### src/rtl/mem_port_arbiter.sv
// Shares the byte-wide memory bus between instruction fetch and data memory, serialising
// 32-bit little-endian words into byte transfers. Optional IF flush: define MEM_ARB_IF_FLUSH_EN.
module mem_port_arbiter #(
  parameter int unsigned           ADDR_WIDTH = 32,
  parameter logic [ADDR_WIDTH-1:0] IDLE_ADDR  = '0
) (
  input  logic                  clk_in,
  input  logic                  rst_in,
  input  logic                  rdy_in,
  input  logic                  if_req_in,
  input  logic [ADDR_WIDTH-1:0] if_addr_in,
`ifdef MEM_ARB_IF_FLUSH_EN
  input  logic                  if_flush_in,
`endif
  output logic                  if_done_o,
  output logic [31:0]           if_inst_o,
  input  logic                  dm_req_in,
  input  logic                  dm_we_in,
  input  logic [1:0]            dm_len_in,
  input  logic [ADDR_WIDTH-1:0] dm_addr_in,
  input  logic [31:0]           dm_wdata_in,
  output logic                  dm_done_o,
  output logic [31:0]           dm_rdata_o,
  output logic                  busy_o,
  input  logic [7:0]            mem_din_in,
  output logic [7:0]            mem_dout_o,
  output logic [ADDR_WIDTH-1:0] mem_a_o,
  output logic                  mem_wr_o
);

  localparam int unsigned CNT_W  = 3;
  localparam int unsigned BYTE_W = 8;
  localparam int unsigned WORD_W = 32;

  typedef enum logic [1:0] {IDLE, RD, WR, DONE} state_t;

  state_t                state;
  logic [CNT_W-1:0]      issue_cnt;
  logic [CNT_W-1:0]      cap_cnt;
  logic [CNT_W-1:0]      len_n;
  logic                  cap_arm;
  logic                  src_dm;
  logic [ADDR_WIDTH-1:0] base;
  logic [WORD_W-1:0]     wdata;
  logic [WORD_W-1:0]     word_buf;

  logic [CNT_W-1:0]      dm_len_n_c;
  logic [ADDR_WIDTH-1:0] next_addr_c;
  logic [BYTE_W-1:0]     issue_byte_c;
  logic [WORD_W-1:0]     cap_word_c;
  logic                  if_flush_c;

`ifdef MEM_ARB_IF_FLUSH_EN
  assign if_flush_c = if_flush_in;
`else
  assign if_flush_c = 1'b0;
`endif

  // Byte count decode, next byte address/data and the word with the current read byte merged in
  always_comb begin
    dm_len_n_c = CNT_W'(4);
    case (dm_len_in)
      2'd0:    dm_len_n_c = CNT_W'(1);
      2'd1:    dm_len_n_c = CNT_W'(2);
      default: dm_len_n_c = CNT_W'(4);
    endcase
    next_addr_c  = base + ADDR_WIDTH'(issue_cnt);
    issue_byte_c = BYTE_W'(wdata >> {issue_cnt[1:0], 3'b000});
    cap_word_c   = word_buf | (WORD_W'(mem_din_in) << {cap_cnt[1:0], 3'b000});
  end

  always_ff @(posedge clk_in or negedge rst_in) begin
    if (!rst_in) begin
      state      <= IDLE;
      issue_cnt  <= '0;
      cap_cnt    <= '0;
      len_n      <= '0;
      cap_arm    <= 1'b0;
      src_dm     <= 1'b0;
      base       <= '0;
      wdata      <= '0;
      word_buf   <= '0;
      mem_a_o    <= IDLE_ADDR;
      mem_wr_o   <= 1'b0;
      mem_dout_o <= '0;
      if_done_o  <= 1'b0;
      dm_done_o  <= 1'b0;
      if_inst_o  <= '0;
      dm_rdata_o <= '0;
      busy_o     <= 1'b0;
    end else if (rdy_in) begin
      if_done_o <= 1'b0;
      dm_done_o <= 1'b0;
      case (state)
        IDLE: begin
          // DM wins a tie; the first address goes out on the acceptance edge
          if (dm_req_in) begin
            src_dm    <= 1'b1;
            base      <= dm_addr_in;
            len_n     <= dm_len_n_c;
            wdata     <= dm_wdata_in;
            issue_cnt <= CNT_W'(1);
            cap_cnt   <= '0;
            cap_arm   <= 1'b0;
            word_buf  <= '0;
            mem_a_o   <= dm_addr_in;
            busy_o    <= 1'b1;
            if (dm_we_in) begin
              state      <= WR;
              mem_wr_o   <= 1'b1;
              mem_dout_o <= dm_wdata_in[7:0];
            end else begin
              state <= RD;
            end
          end else if (if_req_in && !if_flush_c) begin
            src_dm    <= 1'b0;
            base      <= if_addr_in;
            len_n     <= CNT_W'(4);
            wdata     <= '0;
            issue_cnt <= CNT_W'(1);
            cap_cnt   <= '0;
            cap_arm   <= 1'b0;
            word_buf  <= '0;
            mem_a_o   <= if_addr_in;
            busy_o    <= 1'b1;
            state     <= RD;
          end
        end
        RD: begin
          if (if_flush_c && !src_dm) begin
            state     <= IDLE;
            mem_a_o   <= IDLE_ADDR;
            busy_o    <= 1'b0;
            issue_cnt <= '0;
            cap_cnt   <= '0;
          end else begin
            if (issue_cnt < len_n) begin
              mem_a_o   <= next_addr_c;
              issue_cnt <= issue_cnt + CNT_W'(1);
            end else begin
              mem_a_o <= IDLE_ADDR;
            end
            // Read data trails its address by one cycle, so capture starts one edge late
            if (!cap_arm) begin
              cap_arm <= 1'b1;
            end else begin
              word_buf <= cap_word_c;
              cap_cnt  <= cap_cnt + CNT_W'(1);
              if (cap_cnt == len_n - CNT_W'(1)) begin
                state <= DONE;
                if (src_dm) begin
                  dm_rdata_o <= cap_word_c;
                  dm_done_o  <= 1'b1;
                end else begin
                  if_inst_o <= cap_word_c;
                  if_done_o <= 1'b1;
                end
              end
            end
          end
        end
        WR: begin
          if (issue_cnt < len_n) begin
            mem_a_o    <= next_addr_c;
            mem_dout_o <= issue_byte_c;
            issue_cnt  <= issue_cnt + CNT_W'(1);
          end else begin
            state      <= DONE;
            mem_wr_o   <= 1'b0;
            mem_a_o    <= IDLE_ADDR;
            mem_dout_o <= '0;
            dm_done_o  <= 1'b1;
          end
        end
        DONE: begin
          state     <= IDLE;
          busy_o    <= 1'b0;
          issue_cnt <= '0;
          cap_cnt   <= '0;
        end
        default: begin
          state  <= IDLE;
          busy_o <= 1'b0;
        end
      endcase
    end
  end

endmodule

### config.mk
export PLATFORM = sky130hd
export DESIGN_NAME = mem_port_arbiter
export DESIGN_NICKNAME = d
export VERILOG_FILES = /design/src/rtl/mem_port_arbiter.sv
export SDC_FILE = /design/constraint.sdc
export NUM_CORES = 1
export LEC_CHECK = 0
export CORE_MARGIN = 5
export CORE_UTILIZATION = 36
export CTS_BUF_LIST = sky130_fd_sc_hd__clkbuf_4 sky130_fd_sc_hd__clkbuf_8 sky130_fd_sc_hd__clkbuf_16
export DETAILED_ROUTE_END_ITERATION = 10
export PLACE_DENSITY_LB_ADDON = 0.25
export SLEW_MARGIN = 20
export SYNTH_ARGS = -nofsm -noshare
export SYNTH_HDL_FRONTEND = slang
export SYNTH_SLANG_ARGS = --single-unit
### constraint.sdc
create_clock -name clk_in -period 2.54 [get_ports clk_in]
set_input_delay 0.254 -clock clk_in [delete_from_list [all_inputs] [get_ports clk_in]]
set_output_delay 0.254 -clock clk_in [all_outputs]
set_load 0.005 [all_outputs]
==> metrics.txt <==
critical-path cell list ha_1 -> inv_1 -> fa_1 -> nor2b_2 -> o2111ai_1 -> buf_4 -> nor4_2 -> xor2_1 -> o221a_2; number of enable flip-flop cells after synthesis 0; startpoint types flop; TritonCTS clock tree yes; worst path arrival time 2.77 ns; storage element area around 5400 um2; drt first pass iters 5; DIE AREA about 31000 um2; row cnt 61; Area Overhead vs Synth 35.8%; Least-Margin Pin Slew between 0.6 and 0.7 ns; gr busiest metal met2; # IOs 220; Worst-Skew Late Latency a little over 0.5 ns; RSZ-0062 raised after global routing false; hold endpoint len_n[0]; final setup skew between 0.007 and 0.008 ns; clock tree sinks 217; f_max 422 MHz; Mapped Area 10100 um2; clock period minus worst slack ~2.4 ns; final slew viol count 0; share of cells above drive strength 1 0.0896; Synth warnings 0; Worst setup EP type flop; syn_area_per_cell roughly 10 um2; area leader, netlist dfrtp_1; library cells used by synthesis 57; Routed WL around 27 mm; Hold Path Depth 3; H-tree depth 1; post-synth net total between 1000 and 1500; DP Wirelength 19.1 mm; Worst R2R Path Depth 9; CP max stage delay about 0.41 ns; Buffers on Ports about 220; reg2reg setup slack roughly 0.17 ns; antenna fix cells 0; Clock Tree Buf Depth 3; final hold vios 0; TritonCTS Buffers 25; Seq cells post-synth 217; Gate Count Post-Synth roughly 980; slew margin rel. 0.535; critical path class reg -> reg; class of the worst hold path in -> reg; VDD IR max about 0.54 mV; largest net degree at the start of global routing 88; final-stage net count between 1000 and 1500; Worst-path clk slew around 0.060 ns; Pleak approximately 6 nW; final core occ 0.495; vias in the first global route 8083; async set-or-reset flop fraction in the synthesized netlist 1.00; top_reg_cell synth dfrtp_1; vias per cell roughly 5.0; # DRC 0; DR vias just under 8000; wire length of the first global-routing pass between 40 and 50 mm; area fraction of the dominant cell type after synthesis 0.538; status finished, final reports clean; GR Util met1 0.242; antenna violations before repair 1; Crit path required time 2.94 ns; core area roughly 28000 um2; DRT antenna net count 0; critical path fanouts, max 7; GPL Wtd Cong between 0.7 and 0.8; Reg-to-Reg Start issue_cnt[0]; footprint of the multi-input gates roughly 4200 um2; total gr overflow 0; crit share post-route 0.932; power per cell area approximately 1200 nW/um2; post-CTS setup buffer count 0; CTS root buf clkbuf_16; WL per Instance between 15 and 20 um; met3 Usage GRT 0.0356; 1st-iter DRT viols 463; top cells by area, synth dfrtp_1 54%, mux2i_1 6.2%, a21oi_1 5.4%, o21ai_0 5.1%, a22o_1 3.2%; Seq/Total Area, Yosys 0.538; Reg2Reg Capture Point mem_a_o[28]; met2 Use GR 0.266; Pwr Total 16.5 mW; Filler Cell Count 2516; Initial Utilization 0.364; Max-Cap Viols 0; most frequent cells in the layout 217 x dfrtp_1, 217 x clkdlybuf4s50_1, 109 x a21oi_1, 103 x o21ai_0, 78 x nor2_1; die width around 180 um; Die Y approximately 180 um; Hold Crit Start dm_req_in; setup TNS 0 ns; CP max stage cell fa_1; final setup violation count 0; total track usage 0.170
[report_power, final]
part / switching [mW] / internal (mW) / total [mW]
combinational: 3.20 / 3.38 / 6.57
sequential: 1.07 / 5.03 / 6.10
clock: 1.40 / 2.40 / 3.80
total: 5.67 / 10.8 / 16.5
[critical path, delay by kind of cell (launching register included)]
family | cells | cell delay, ns
buf+inv | 2 | 0.28
xor+xnor | 1 | 0.10
simple gates | 2 | 0.48
fa+ha+maj | 2 | 0.63
flops | 1 | 0.36
compound gates | 2 | 0.41
[state kept, by name, indices dropped and copies added (netlist names), 3 cells and up]
name,cells
len_n,3
issue_cnt,3
base,32
wdata,32
mem_a_o,32
dm_rdata_o,32
if_inst_o,32
cap_cnt,3
mem_dout_o,8
word_buf,32
[repair_timing]
action	CTS	global route
resized for setup	0	2
hold buffers	1	0
setup endpoints to repair	0	5
hold endpoints to repair	82	0
[through the flow]
stage | cell area [um2] | cells | setup WS, ns | hold WS [ns]
2_1_floorplan | 10100 | 976 | 0.0832 | -0.0416
3_5_place_dp | 12800 | 1536 | 0.130 | 0.332
6_report | 13700 | 1583 | 0.172 | 0.161
3_3_place_gp | 12800 | 1536 | 0.187 | 0.320
4_1_cts | 13700 | 1583 | 0.119 | 0.137
5_1_grt | 13700 | 1583 | 0.0134 | 0.185
[cells by family after synthesis]
kind of cell	count (synthesis)	share of synthesized area
AO/OA/AOI/OAI	298	0.176
XOR/XNOR	32	0.0278
adder cells (fa/ha/maj)	13	0.0169
buffers and inverters	122	0.0503
flip-flops	217	0.538
multiplexers	80	0.0904
AND/OR/NAND/NOR	214	0.100
[layer usage]
layer,wire length (um),part of all wire,vias up
li1,-,-,3857
met1,12600,0.47,3817
met2,12400,0.45,216
met3,1570,0.058,44
met4,588,0.022,2
met5,7,0.00026,-
[cell usage after synthesis (7+ instances only)]
cell and count:
clkbuf_1 34, and2_1 7, a22o_1 37, a21oi_1 109
dfrtp_1 217, mux2i_1 63, mux4_2 8, nand3_1 15
xor2_1 16, buf_2 16, inv_1 53, o21ai_0 103
nand4_1 9, mux2_2 8, nor3_1 9, clkbuf_2 9
a221oi_1 8, ha_1 12, xnor2_1 16, nor2_1 80
nor2b_1 9, nand2_1 55
[how the worst max path moves through the flow]
| stage | startpoint | end | slack, ns | cells after the start |
|---|---|---|---|---|
| finish | issue_cnt[0] | mem_a_o[28] | 0.17 | 9 |
| global route | issue_cnt[0] | mem_a_o[28] | 0.01 | 9 |
| CTS | issue_cnt[0] | mem_a_o[28] | 0.12 | 9 |
| detailed placement | issue_cnt[0] | mem_a_o[28] | 0.13 | 9 |
| global placement | rdy_in | word_buf[10] | 0.19 | 6 |
| floorplan | issue_cnt[1] | mem_a_o[28] | 0.08 | 9 |
[area by class of cell]
class | count | area share
multi-input combinational | 637 | 0.305
clock buffer | 38 | 0.0564
clock inverter | 8 | 0.00886
tap | 378 | 0.0345
sequential | 217 | 0.396
inverter | 53 | 0.0145
timing repair buffer | 252 | 0.185
Note: power is estimated with default switching activity, not from simulation.
